===== src/rtl/uart_pkg.sv =====
// Shared types and the oversample NCO increment helper for the UART receiver.
package uart_pkg;

  typedef enum logic [1:0] {PAR_NONE, PAR_EVEN, PAR_ODD} parity_e;

  typedef enum logic [2:0] {ST_IDLE, ST_START, ST_DATA, ST_PARITY, ST_STOP} rx_state_e;

  localparam int OVERSAMPLE = 16;

  // Rounded phase increment giving OVERSAMPLE carries per bit time.
  function automatic int unsigned nco_incr(input real clk_freq, input real baud, input int width);
    real ratio;
    ratio = (2.0 ** width) * baud * OVERSAMPLE / clk_freq;
    return int'($rtoi(ratio + 0.5));
  endfunction

endpackage


===== src/rtl/uart_rx_stream_fifo.sv =====
// Synchronous FIFO holding received frames; a pop frees a slot for a same-cycle push.
module uart_fifo
  import uart_pkg::*;
#(
  parameter int WIDTH = 10,
  parameter int DEPTH = 16
) (
  input  logic                     clk,
  input  logic                     rst_n,
  input  logic                     push,
  input  logic [WIDTH-1:0]         wdata,
  input  logic                     pop,
  output logic [WIDTH-1:0]         rdata,
  output logic                     full,
  output logic                     empty,
  output logic [$clog2(DEPTH):0]   level
);

  localparam int AW = $clog2(DEPTH);
  localparam logic [AW:0] FULL_CNT = DEPTH[AW:0];

  logic [WIDTH-1:0] mem [DEPTH];
  logic [AW-1:0]    wr_ptr;
  logic [AW-1:0]    rd_ptr;
  logic [AW:0]      count;
  logic             do_push;
  logic             do_pop;

  assign empty   = (count == '0);
  assign full    = (count == FULL_CNT);
  assign do_pop  = pop && !empty;
  assign do_push = push && (!full || do_pop);
  assign level   = count;
  // Gate the head so the stream data reads zero whenever nothing is queued.
  assign rdata   = empty ? '0 : mem[rd_ptr];

  always_ff @(posedge clk) begin
    if (do_push) mem[wr_ptr] <= wdata;
  end

  always_ff @(posedge clk or negedge rst_n) begin
    if (!rst_n) begin
      wr_ptr <= '0;
      rd_ptr <= '0;
      count  <= '0;
    end else begin
      if (do_push) wr_ptr <= wr_ptr + 1'b1;
      if (do_pop)  rd_ptr <= rd_ptr + 1'b1;
      case ({do_push, do_pop})
        2'b10:   count <= count + 1'b1;
        2'b01:   count <= count - 1'b1;
        default: count <= count;
      endcase
    end
  end

endmodule


===== src/rtl/uart_rx_stream.sv =====
// UART receiver with 16x NCO oversampling, parity/frame/break detection and a stream FIFO.
//   state     | meaning
//   ST_IDLE   | line idle, looking for a 1->0 edge (or waiting for high after a break)
//   ST_START  | half a bit in, confirming the start bit is still low
//   ST_DATA   | sampling DATA_BITS data bits mid-bit, LSB first
//   ST_PARITY | sampling the parity bit
//   ST_STOP   | sampling STOP_BITS stop bits, then push or flag a break
module uart_rx_stream
  import uart_pkg::*;
#(
  parameter real     CLK_FREQ   = 100E6,
  parameter int      BAUD_RATE  = 115200,
  parameter int      NCO_WIDTH  = 16,
  parameter int      DATA_BITS  = 8,
  parameter parity_e PARITY     = PAR_NONE,
  parameter int      STOP_BITS  = 1,
  parameter int      FIFO_DEPTH = 16
) (
  input  logic                          clk,
  input  logic                          rst_n,
  input  logic                          uart_rx,
  output logic [DATA_BITS-1:0]          m_data,
  output logic                          m_parity_err,
  output logic                          m_frame_err,
  output logic                          m_valid,
  input  logic                          m_ready,
  output logic                          overrun,
  output logic                          break_det,
  output logic [$clog2(FIFO_DEPTH):0]   fifo_level
);

  if (DATA_BITS < 5 || DATA_BITS > 8) begin : g_bad_data_bits
    $error("uart_rx_stream: DATA_BITS must be 5..8");
  end
  if (STOP_BITS < 1 || STOP_BITS > 2) begin : g_bad_stop_bits
    $error("uart_rx_stream: STOP_BITS must be 1 or 2");
  end
  if (FIFO_DEPTH < 2 || (FIFO_DEPTH & (FIFO_DEPTH - 1)) != 0) begin : g_bad_fifo_depth
    $error("uart_rx_stream: FIFO_DEPTH must be a power of two >= 2");
  end

  localparam int unsigned          NCO_INCR_I = nco_incr(CLK_FREQ, real'(BAUD_RATE), NCO_WIDTH);
  localparam logic [NCO_WIDTH-1:0] NCO_INCR   = NCO_INCR_I[NCO_WIDTH-1:0];
  localparam int                   EW         = DATA_BITS + 2;
  localparam logic [3:0]           HALF_LAST  = 4'd7;
  localparam logic [3:0]           BIT_LAST   = 4'd15;
  localparam logic [2:0]           DATA_FIRST = 3'(DATA_BITS - 1);
  localparam logic                 STOP_FIRST = 1'(STOP_BITS - 1);

  logic rx_meta;
  logic rx_sync;

  always_ff @(posedge clk or negedge rst_n) begin
    if (!rst_n) begin
      rx_meta <= 1'b1;
      rx_sync <= 1'b1;
    end else begin
      rx_meta <= uart_rx;
      rx_sync <= rx_meta;
    end
  end

  logic [NCO_WIDTH-1:0] acc_q;
  logic [NCO_WIDTH:0]   acc_sum;
  logic                 tick;

  assign acc_sum = {1'b0, acc_q} + {1'b0, NCO_INCR};
  assign tick    = acc_sum[NCO_WIDTH];

  always_ff @(posedge clk or negedge rst_n) begin
    if (!rst_n) acc_q <= '0;
    else        acc_q <= acc_sum[NCO_WIDTH-1:0];
  end

  rx_state_e            state_q, state_d;
  logic [3:0]           cnt_q, cnt_d;
  logic [2:0]           bit_cnt_q, bit_cnt_d;
  logic                 stop_cnt_q, stop_cnt_d;
  logic [DATA_BITS-1:0] data_q, data_d;
  logic                 par_bit_q, par_bit_d;
  logic                 par_err_q, par_err_d;
  logic                 frame_err_q, frame_err_d;
  logic                 brk_cand_q, brk_cand_d;
  logic                 brk_wait_q, brk_wait_d;
  logic                 rx_prev_q, rx_prev_d;
  logic                 push_q, push_d;
  logic                 brk_pulse_q, brk_pulse_d;
  logic [EW-1:0]        entry_q, entry_d;
  logic                 stop_ferr;
  logic                 stop_brk;
  logic                 par_xor;

  always_ff @(posedge clk or negedge rst_n) begin
    if (!rst_n) begin
      state_q     <= ST_IDLE;
      cnt_q       <= '0;
      bit_cnt_q   <= '0;
      stop_cnt_q  <= 1'b0;
      data_q      <= '0;
      par_bit_q   <= 1'b0;
      par_err_q   <= 1'b0;
      frame_err_q <= 1'b0;
      brk_cand_q  <= 1'b0;
      brk_wait_q  <= 1'b0;
      rx_prev_q   <= 1'b1;
      push_q      <= 1'b0;
      brk_pulse_q <= 1'b0;
      entry_q     <= '0;
    end else begin
      state_q     <= state_d;
      cnt_q       <= cnt_d;
      bit_cnt_q   <= bit_cnt_d;
      stop_cnt_q  <= stop_cnt_d;
      data_q      <= data_d;
      par_bit_q   <= par_bit_d;
      par_err_q   <= par_err_d;
      frame_err_q <= frame_err_d;
      brk_cand_q  <= brk_cand_d;
      brk_wait_q  <= brk_wait_d;
      rx_prev_q   <= rx_prev_d;
      push_q      <= push_d;
      brk_pulse_q <= brk_pulse_d;
      entry_q     <= entry_d;
    end
  end

  always_comb begin
    state_d     = state_q;
    cnt_d       = cnt_q;
    bit_cnt_d   = bit_cnt_q;
    stop_cnt_d  = stop_cnt_q;
    data_d      = data_q;
    par_bit_d   = par_bit_q;
    par_err_d   = par_err_q;
    frame_err_d = frame_err_q;
    brk_cand_d  = brk_cand_q;
    brk_wait_d  = brk_wait_q;
    rx_prev_d   = rx_prev_q;
    push_d      = 1'b0;
    brk_pulse_d = 1'b0;
    entry_d     = entry_q;
    par_xor     = ^{data_q, rx_sync};
    stop_ferr   = frame_err_q | ~rx_sync;
    // Break is decided on the first stop sample; later stop samples only add frame_err.
    stop_brk    = (stop_cnt_q == STOP_FIRST) ? ((data_q == '0) && !par_bit_q && !rx_sync)
                                             : brk_cand_q;
    if (tick) begin
      rx_prev_d = rx_sync;
      case (state_q)
        ST_IDLE: begin
          if (brk_wait_q) begin
            if (rx_sync) brk_wait_d = 1'b0;
          end else if (rx_prev_q && !rx_sync) begin
            state_d = ST_START;
            cnt_d   = HALF_LAST;
          end
        end
        ST_START: begin
          if (cnt_q == '0) begin
            if (!rx_sync) begin
              state_d     = ST_DATA;
              cnt_d       = BIT_LAST;
              bit_cnt_d   = DATA_FIRST;
              par_bit_d   = 1'b0;
              par_err_d   = 1'b0;
              frame_err_d = 1'b0;
              brk_cand_d  = 1'b0;
            end else begin
              state_d = ST_IDLE;
            end
          end else begin
            cnt_d = cnt_q - 1'b1;
          end
        end
        ST_DATA: begin
          if (cnt_q == '0) begin
            data_d = {rx_sync, data_q[DATA_BITS-1:1]};
            cnt_d  = BIT_LAST;
            if (bit_cnt_q == '0) begin
              stop_cnt_d = STOP_FIRST;
              state_d    = (PARITY == PAR_NONE) ? ST_STOP : ST_PARITY;
            end else begin
              bit_cnt_d = bit_cnt_q - 1'b1;
            end
          end else begin
            cnt_d = cnt_q - 1'b1;
          end
        end
        ST_PARITY: begin
          if (cnt_q == '0) begin
            par_bit_d  = rx_sync;
            par_err_d  = (PARITY == PAR_EVEN) ? par_xor :
                         (PARITY == PAR_ODD)  ? ~par_xor : 1'b0;
            stop_cnt_d = STOP_FIRST;
            cnt_d      = BIT_LAST;
            state_d    = ST_STOP;
          end else begin
            cnt_d = cnt_q - 1'b1;
          end
        end
        ST_STOP: begin
          if (cnt_q == '0) begin
            frame_err_d = stop_ferr;
            brk_cand_d  = stop_brk;
            if (stop_cnt_q == 1'b0) begin
              state_d = ST_IDLE;
              if (stop_brk) begin
                brk_pulse_d = 1'b1;
                brk_wait_d  = 1'b1;
              end else begin
                push_d  = 1'b1;
                entry_d = {data_q, par_err_q, stop_ferr};
              end
            end else begin
              stop_cnt_d = 1'b0;
              cnt_d      = BIT_LAST;
            end
          end else begin
            cnt_d = cnt_q - 1'b1;
          end
        end
        default: state_d = ST_IDLE;
      endcase
    end
  end

  logic          fifo_full;
  logic          fifo_empty;
  logic          pop;
  logic          overrun_q;
  logic [EW-1:0] fifo_rdata;

  assign m_valid = !fifo_empty;
  assign pop     = m_valid && m_ready;
  assign {m_data, m_parity_err, m_frame_err} = fifo_rdata;

  uart_fifo #(
    .WIDTH (EW),
    .DEPTH (FIFO_DEPTH)
  ) u_fifo (
    .clk   (clk),
    .rst_n (rst_n),
    .push  (push_q),
    .wdata (entry_q),
    .pop   (pop),
    .rdata (fifo_rdata),
    .full  (fifo_full),
    .empty (fifo_empty),
    .level (fifo_level)
  );

  // A frame arriving to a full FIFO is dropped unless the consumer frees a slot that cycle.
  always_ff @(posedge clk or negedge rst_n) begin
    if (!rst_n) overrun_q <= 1'b0;
    else        overrun_q <= push_q && fifo_full && !pop;
  end

  assign overrun   = overrun_q;
  assign break_det = brk_pulse_q;

endmodule


===== config.mk =====
export PLATFORM = sky130hd
export DESIGN_NAME = uart_rx_stream
export DESIGN_NICKNAME = d
export VERILOG_FILES = /design/src/rtl/uart_pkg.sv /design/src/rtl/uart_rx_stream_fifo.sv /design/src/rtl/uart_rx_stream.sv
export SDC_FILE = /design/constraint.sdc
export NUM_CORES = 1
export LEC_CHECK = 0
export ABC_AREA = 1
export BUFFER_PORTS_ARGS = -buffer_cell sky130_fd_sc_hd__buf_2
export CORE_MARGIN = 4
export CORE_UTILIZATION = 30
export CTS_BUF_LIST = sky130_fd_sc_hd__clkbuf_2 sky130_fd_sc_hd__clkbuf_4 sky130_fd_sc_hd__clkbuf_8
export CTS_CLUSTER_SIZE = 20
export DETAILED_ROUTE_END_ITERATION = 10
export HOLD_SLACK_MARGIN = 0.15
export SLEW_MARGIN = 0
export SYNTH_ARGS = -nofsm -noshare
export SYNTH_HDL_FRONTEND = slang
export SYNTH_SLANG_ARGS = --single-unit

===== constraint.sdc =====
create_clock -name clk -period 2.9 [get_ports clk]
set_input_delay 0.29 -clock clk [delete_from_list [all_inputs] [get_ports clk]]
set_output_delay 0.29 -clock clk [all_outputs]
set_load 0.05 [all_outputs]

# After elaboration in Yosys (flattened, before gate mapping)
# Memory sizes are Yosys's and may differ from the RTL's.
# Index checks and enable logic that the tools add are counted.
# totals
memories	1
ramBits	160
latch_bits	0
romBits	0
reg_bits	69
input_bits	4
output_inout_bits	18
# classes
div	0
n_mux	57
multipliers	0
order_cmp	0
shifts	0
bitwise_logic	4
eq_ne	21
addsub	7
n_reduce_logical	37
# memory_table
name	words	width	rd	rd_ports_with_merged_regs	write_ports	line_no	source
u_fifo.mem	16	10	1	0	1	uart_rx_stream_fifo.sv:22	logic [WIDTH-1:0] mem [DEPTH];
# op_table
cell	count
3-bit two-way mux	12
4-bit two-way mux	7
1-bit two-way mux	26
5-bit AND reduction	5
2-bit inequality test, second input constant	11
16-bit by 11-bit adder with 17-bit output, second input constant	1
4-bit one-hot mux with 4 select lines	1
3-bit one-hot mux with 5 select lines	1
1-bit one-hot mux with 2 select lines	6
6-bit AND reduction	2
2-bit nonzero test	6
10-bit two-way mux	1
5-bit one-hot mux with 2 select lines	1
9-bit AND reduction	1
4-bit by 1-bit adder with 4-bit output, second input constant	2
1-bit logical AND	8
8-bit logical NOT	1
3-bit by 2-bit == test with 1-bit output, second input constant	2
3-bit logical NOT	2
3-bit inequality test, second input constant	2
3-bit one-hot mux with 2 select lines	1
5-bit by 1-bit adder with 5-bit output, second input constant	1
5-bit == test, second input constant	1
1-bit logical NOT	5
other kinds (17)	20

# Longest topological paths before layout
# logic_depth
ltp_word	9
ltp_mapped	17
mapped_depth_nobuf	17

# Cells and area by module
# Synthesis repeated with hierarchy kept, for this count alone.
# hier_totals
hier_cells	934
hier_area_um2	9989.6
# by_module_without_submodules
module	area_per_inst_um2	seq_area_each_um2	cells_per_inst	instances
uart_fifo	7460.9	5129.9	632	1
uart_rx_stream	2528.7	1229.9	302	1

# Worst setup path before layout
# Ideal clock, no wire load.
# synth_path
path_kind	flip-flop to flip-flop
from	register u_fifo.count[2], in the netlist u_fifo.level[2]
to	register u_fifo.count[4], in the netlist u_fifo.level[4]
slack_ns	0.352
n_path_buf	0
t_arrival_ns	2.430
t_required_ns	2.782
path_stages_with_launch	17
path_cell_list	dfrtp_1 -> nor2_1 -> nand2_1 -> nor2_4 -> inv_2 -> nand2_2 -> inv_2 -> ha_1 -> xor2_1 -> ha_1 -> inv_1 -> nand2_1 -> nand3_1 -> nand3_1 -> nand2_1 -> nand2_1 -> nand2_1
# synth_between
elab_chain_cells	8
# synth_rtl
element	line_no	source
from (decl)	uart_rx_stream_fifo.sv:25	logic [AW:0] count;
from (signal assigned)	uart_rx_stream_fifo.sv:50	2'b10: count <= count + 1'b1;
from (signal assigned)	uart_rx_stream_fifo.sv:51	2'b01: count <= count - 1'b1;
from (signal assigned)	uart_rx_stream_fifo.sv:52	default: count <= count;
5-bit logical NOT *	uart_rx_stream_fifo.sv:29	assign empty = (count == '0);
1-bit logical NOT *	uart_rx_stream.sv:233	assign m_valid = !fifo_empty;
net m_valid	uart_rx_stream.sv:25	output logic m_valid,
1-bit logical AND	uart_rx_stream.sv:234	assign pop = m_valid && m_ready;
1-bit logical AND *	uart_rx_stream_fifo.sv:31	assign do_pop = pop && !empty;
net u_fifo.do_pop	uart_rx_stream_fifo.sv:27	logic do_pop;
1-bit logical OR	uart_rx_stream_fifo.sv:32	assign do_push = push && (!full || do_pop);
1-bit logical AND	uart_rx_stream_fifo.sv:32	
2-bit by 1-bit == test with 1-bit output or 2-bit == test (tied branches)	uart_rx_stream_fifo.sv:49	case ({do_push, do_pop})
5-bit one-hot mux with 2 select lines or 2-bit nonzero test (tied branches)	n/a	
# Mark *: on every way through the listed nets, which the timed path passes. The rest lies on a longest branch.
# A chain may end at the register's enable or synchronous reset.

# Final worst setup path
# layout_path
from	register u_fifo.rd_ptr[0]
to	output m_data[7]
# layout_between
elab_chain_cells	2
# layout_rtl
element	line_no	source
from (decl)	uart_rx_stream_fifo.sv:24	logic [AW-1:0] rd_ptr;
from (signal assigned)	uart_rx_stream_fifo.sv:48	if (do_pop) rd_ptr <= rd_ptr + 1'b1;
memory 16 x 10 bit	n/a	
10-bit two-way mux	uart_rx_stream_fifo.sv:35	assign rdata = empty ? '0 : mem[rd_ptr];
to (decl)	uart_rx_stream.sv:22	output logic [DATA_BITS-1:0] m_data,
# No other way between the ends.

==> out/results.ini <==
[status]
run_status = finished, final reports clean

[cts]
cts_resized = 0
clk_latency_ns = 0.53
cts-root-buf = clkbuf_8
cts_tree = built
cts.path.max_buffers = 3
clkTransAtPathRegs_ns = 0.06
cts_buffers = 35
htreeDepth = 2
cts.sinks = 206

[timing]
finalSetupViolCount = 0
rsz0062_at_grt = false
final.setup_skew_ns = 0.0284
fmax_mhz = 374
worst_slew_pin_slew_ns = 0.755
min_period_ns = 2.67
hold_viol = 0
slew_viol_final = 0
fin_tns_setup_ns = 0
fin_crit_sh = 0.921
timing.slew.headroom = 0.497

[detailed_routing]
drc = 0
drt_iter0_drc = 484
drtPass1Iterations = 5
drt_wl_total_mm = 20.1
route.vias.total = 6313
post_drt_wl_per_cell_microns = 14.6
ant_nets = 0
vias_per_cell = 4.58

[worst_setup_path]
critical_path.cell_chain = inv_2 > buf_12 > nand2_1 > nand3_1 > nand3_1 > nand2_1 > nand2_1 > a21oi_1 > buf_2
cp_common_cell = nand2_1
endpoint_kind = primary output
critPathBufInv = 3
crit_arrival_ns = 2.38
worstSetupStartpointType = flop
path_delay_family = buffers and inverters
slowest_stage = dfrtp_2
critPathRequiredTime_ns = 2.61
critical-path-max-stage-delay_ns = 0.42
critPathMaxFanout = 37
critical_path_class = flop to primary output

[yosys]
yosys.cell_types.count = 38
yosys.area.top_type_share = 0.467
synth_area_leader_cell = edfxtp_1
syn_area_sq_mm = 0.00926
syn_inst = 907
synth_seq_area_share = 0.635
synth_seq_cells = 206
synth_common_cells = nand2_1 (323), edfxtp_1 (144), nand3_1 (131)
yosysMostFrequentCell = nand2_1
synthTopCellsByArea = edfxtp_1 (47%), dfrtp_1 (16%), nand2_1 (13%), nand3_1 (7.1%), nand4_1 (2.0%)
ys_warn_count = 0
yosys_most_used_dff = edfxtp_1
synth-async-reset-ratio = 0.301
synth_nets = 924
syn_avg_cell_area_sq_um = 10.2
synth-edff-count = 144

[floorplanning]
start_util = 0.303
dieWidth_microns = 184
num_io_pins = 22
std_cell_rows = 64
die_area_sq_mm = 0.0337
core-area_sq_mm = 0.0305
fp.dieH_microns = 184

[grt]
grt_pass1_wl_mm = 33.0
track_usage = 0.122
grt_max_degree = 75
grt.busiest_layer = met2
grtUsageMet3 = 0.0255
grt_use_met2 = 0.185
antenna_found_initial = 0
grt_overflow = 0
grt_pass1_vias = 6104
grt_use_met1 = 0.174

[layout]
num_antenna_cells = 0
drive_gt1_frac = 0.149
finalNonFillerCells = 1379
final_nets = 973
fillers = 3030
areaGrowthSynthToFinish_pct = 14.2

[placed_design]
gp_congestion = 0.795
dpl.hpwl_mm = 12.5
io_buffers = 20
place_inst = 1312

[power]
p_sw_frac = 0.369
power.leakage_nw = 4.59
irDropWorstVdd_uv = 477
totalPowerFinal_mw = 8.23
p_comb_frac = 0.295
switchingPower_mw = 3.04
p_int_mw = 5.19
pwr-share-seq = 0.399
power_frac_clock = 0.306
power_density_mw_per_mm2 = 779

[worst_hold_path]
hold_path.class = flop to flop

[job]
cap_violations = 0

[sequential cells by signal (all words and copies together) (netlist names), 3 cells and up]
register       count
u_fifo.wr_ptr      4
u_fifo.level       5
u_fifo.rd_ptr      4
state_q            3
u_fifo.mem       144
data_q             8
cnt_q              4
acc_q             13
entry_q            9
bit_cnt_q          3
[power groups by stage]
stage               registers, mW  logic (mW)  clock network [mW]
floorplan                    3.43        1.68                   0
global placement             3.34        2.45                   0
detailed placement           3.34        2.46                   0
CTS                          3.29        2.47                2.59
global route                 3.30        2.67                2.74
finish                       3.29        2.43                2.51
[layout by cell type, fill, tap and decap left out, drive strengths merged, types with 2 or more instances in the layout]
master / netlist / layout
dfrtp: 59 / 59
dfstp: 3 / 3
nor2: 45 / 45
inv: 53 / 54
nand3b: 2 / 2
or2: 2 / 2
nand3: 137 / 137
ha: 13 / 13
clkinv: 1 / 13
o21ai: 11 / 11
nor3b: 2 / 2
a21oi: 14 / 14
clkbuf: 7 / 50
edfxtp: 144 / 144
xor2: 15 / 15
buf: 31 / 47
xnor2: 3 / 3
nand2: 332 / 332
dlygate4sd3: 0 / 3
nand4: 30 / 30
[routing by layer]
metal,vias to the layer above,wire length (microns),part of all wire
li1,3152,-,-
met1,2955,9420,0.47
met2,166,9060,0.45
met3,40,1100,0.055
met4,0,538,0.027
met5,-,0,0
[final timing paths]
| kind | startpoint | end | slack [ns] | cells past startpoint |
|---|---|---|---|---|
| max in group asynchronous | rst_n | rx_prev_q | 1.75 | 3 |
| hold reg to reg | rx_meta | rx_sync | 0.36 | 0 |
| hold / removal | rx_meta | rx_sync | 0.36 | 0 |
| min in group asynchronous | rst_n | bit_cnt_q[0] | 0.37 | 2 |
| setup reg to reg | u_fifo.level[2] | u_fifo.level[4] | 0.62 | 15 |
| setup / recovery | u_fifo.rd_ptr[0] | m_data[7] | 0.23 | 9 |
[worst reg2reg max path, cell delays in order, from the launching register on]
cell and delay [ns]:
dfrtp_1 0.43, nor2_1 0.12, nand2_1 0.13, nor3b_2 0.21
nor2_1 0.09, inv_1 0.08, ha_1 0.27, xor2_1 0.21
ha_1 0.17, inv_1 0.04, nand2_1 0.09, nand3_1 0.10
nand3_1 0.10, nand2_1 0.05, nand2_1 0.05, nand2_1 0.05
[layout make-up]
class	count	area, sq um	area share
Sequential cell	206	5880	0.556
Multi-Input combinational cell	609	2950	0.279
Inverter	54	203	0.0192
Clock buffer	50	601	0.0568
Tap cell	396	495	0.0469
Clock inverter	14	85.1	0.00805
Timing Repair Buffer	50	358	0.0339
[cell families after synthesis]
family,Yosys count,synth area share
fa+ha+maj,13,0.0176
xor+xnor,18,0.0170
simple gates,551,0.267
flops,206,0.635
buf+inv,92,0.0465
compound gates,26,0.0164
other cells,1,0.000405
[what timing repair did]
item,CTS,global route
buffers inserted,0,0
hold buffers,3,0
endpoints found under the hold margin,30,0
setup endpoints to repair,0,0
[metrics by stage]
stage | utilization | hold WS, ns | setup WS, ns | area, sq um
2_1_floorplan | - | -0.00559 | 0.352 | 9260
3_3_place_gp | 0.323 | 0.347 | 0.671 | 9850
3_5_place_dp | 0.323 | 0.349 | 0.632 | 9850
4_1_cts | 0.346 | 0.358 | 0.175 | 10600
5_1_grt | 0.346 | 0.362 | 0.0203 | 10600
6_report | 0.346 | 0.356 | 0.228 | 10600
Note: power is estimated with default switching activity, not from simulation.
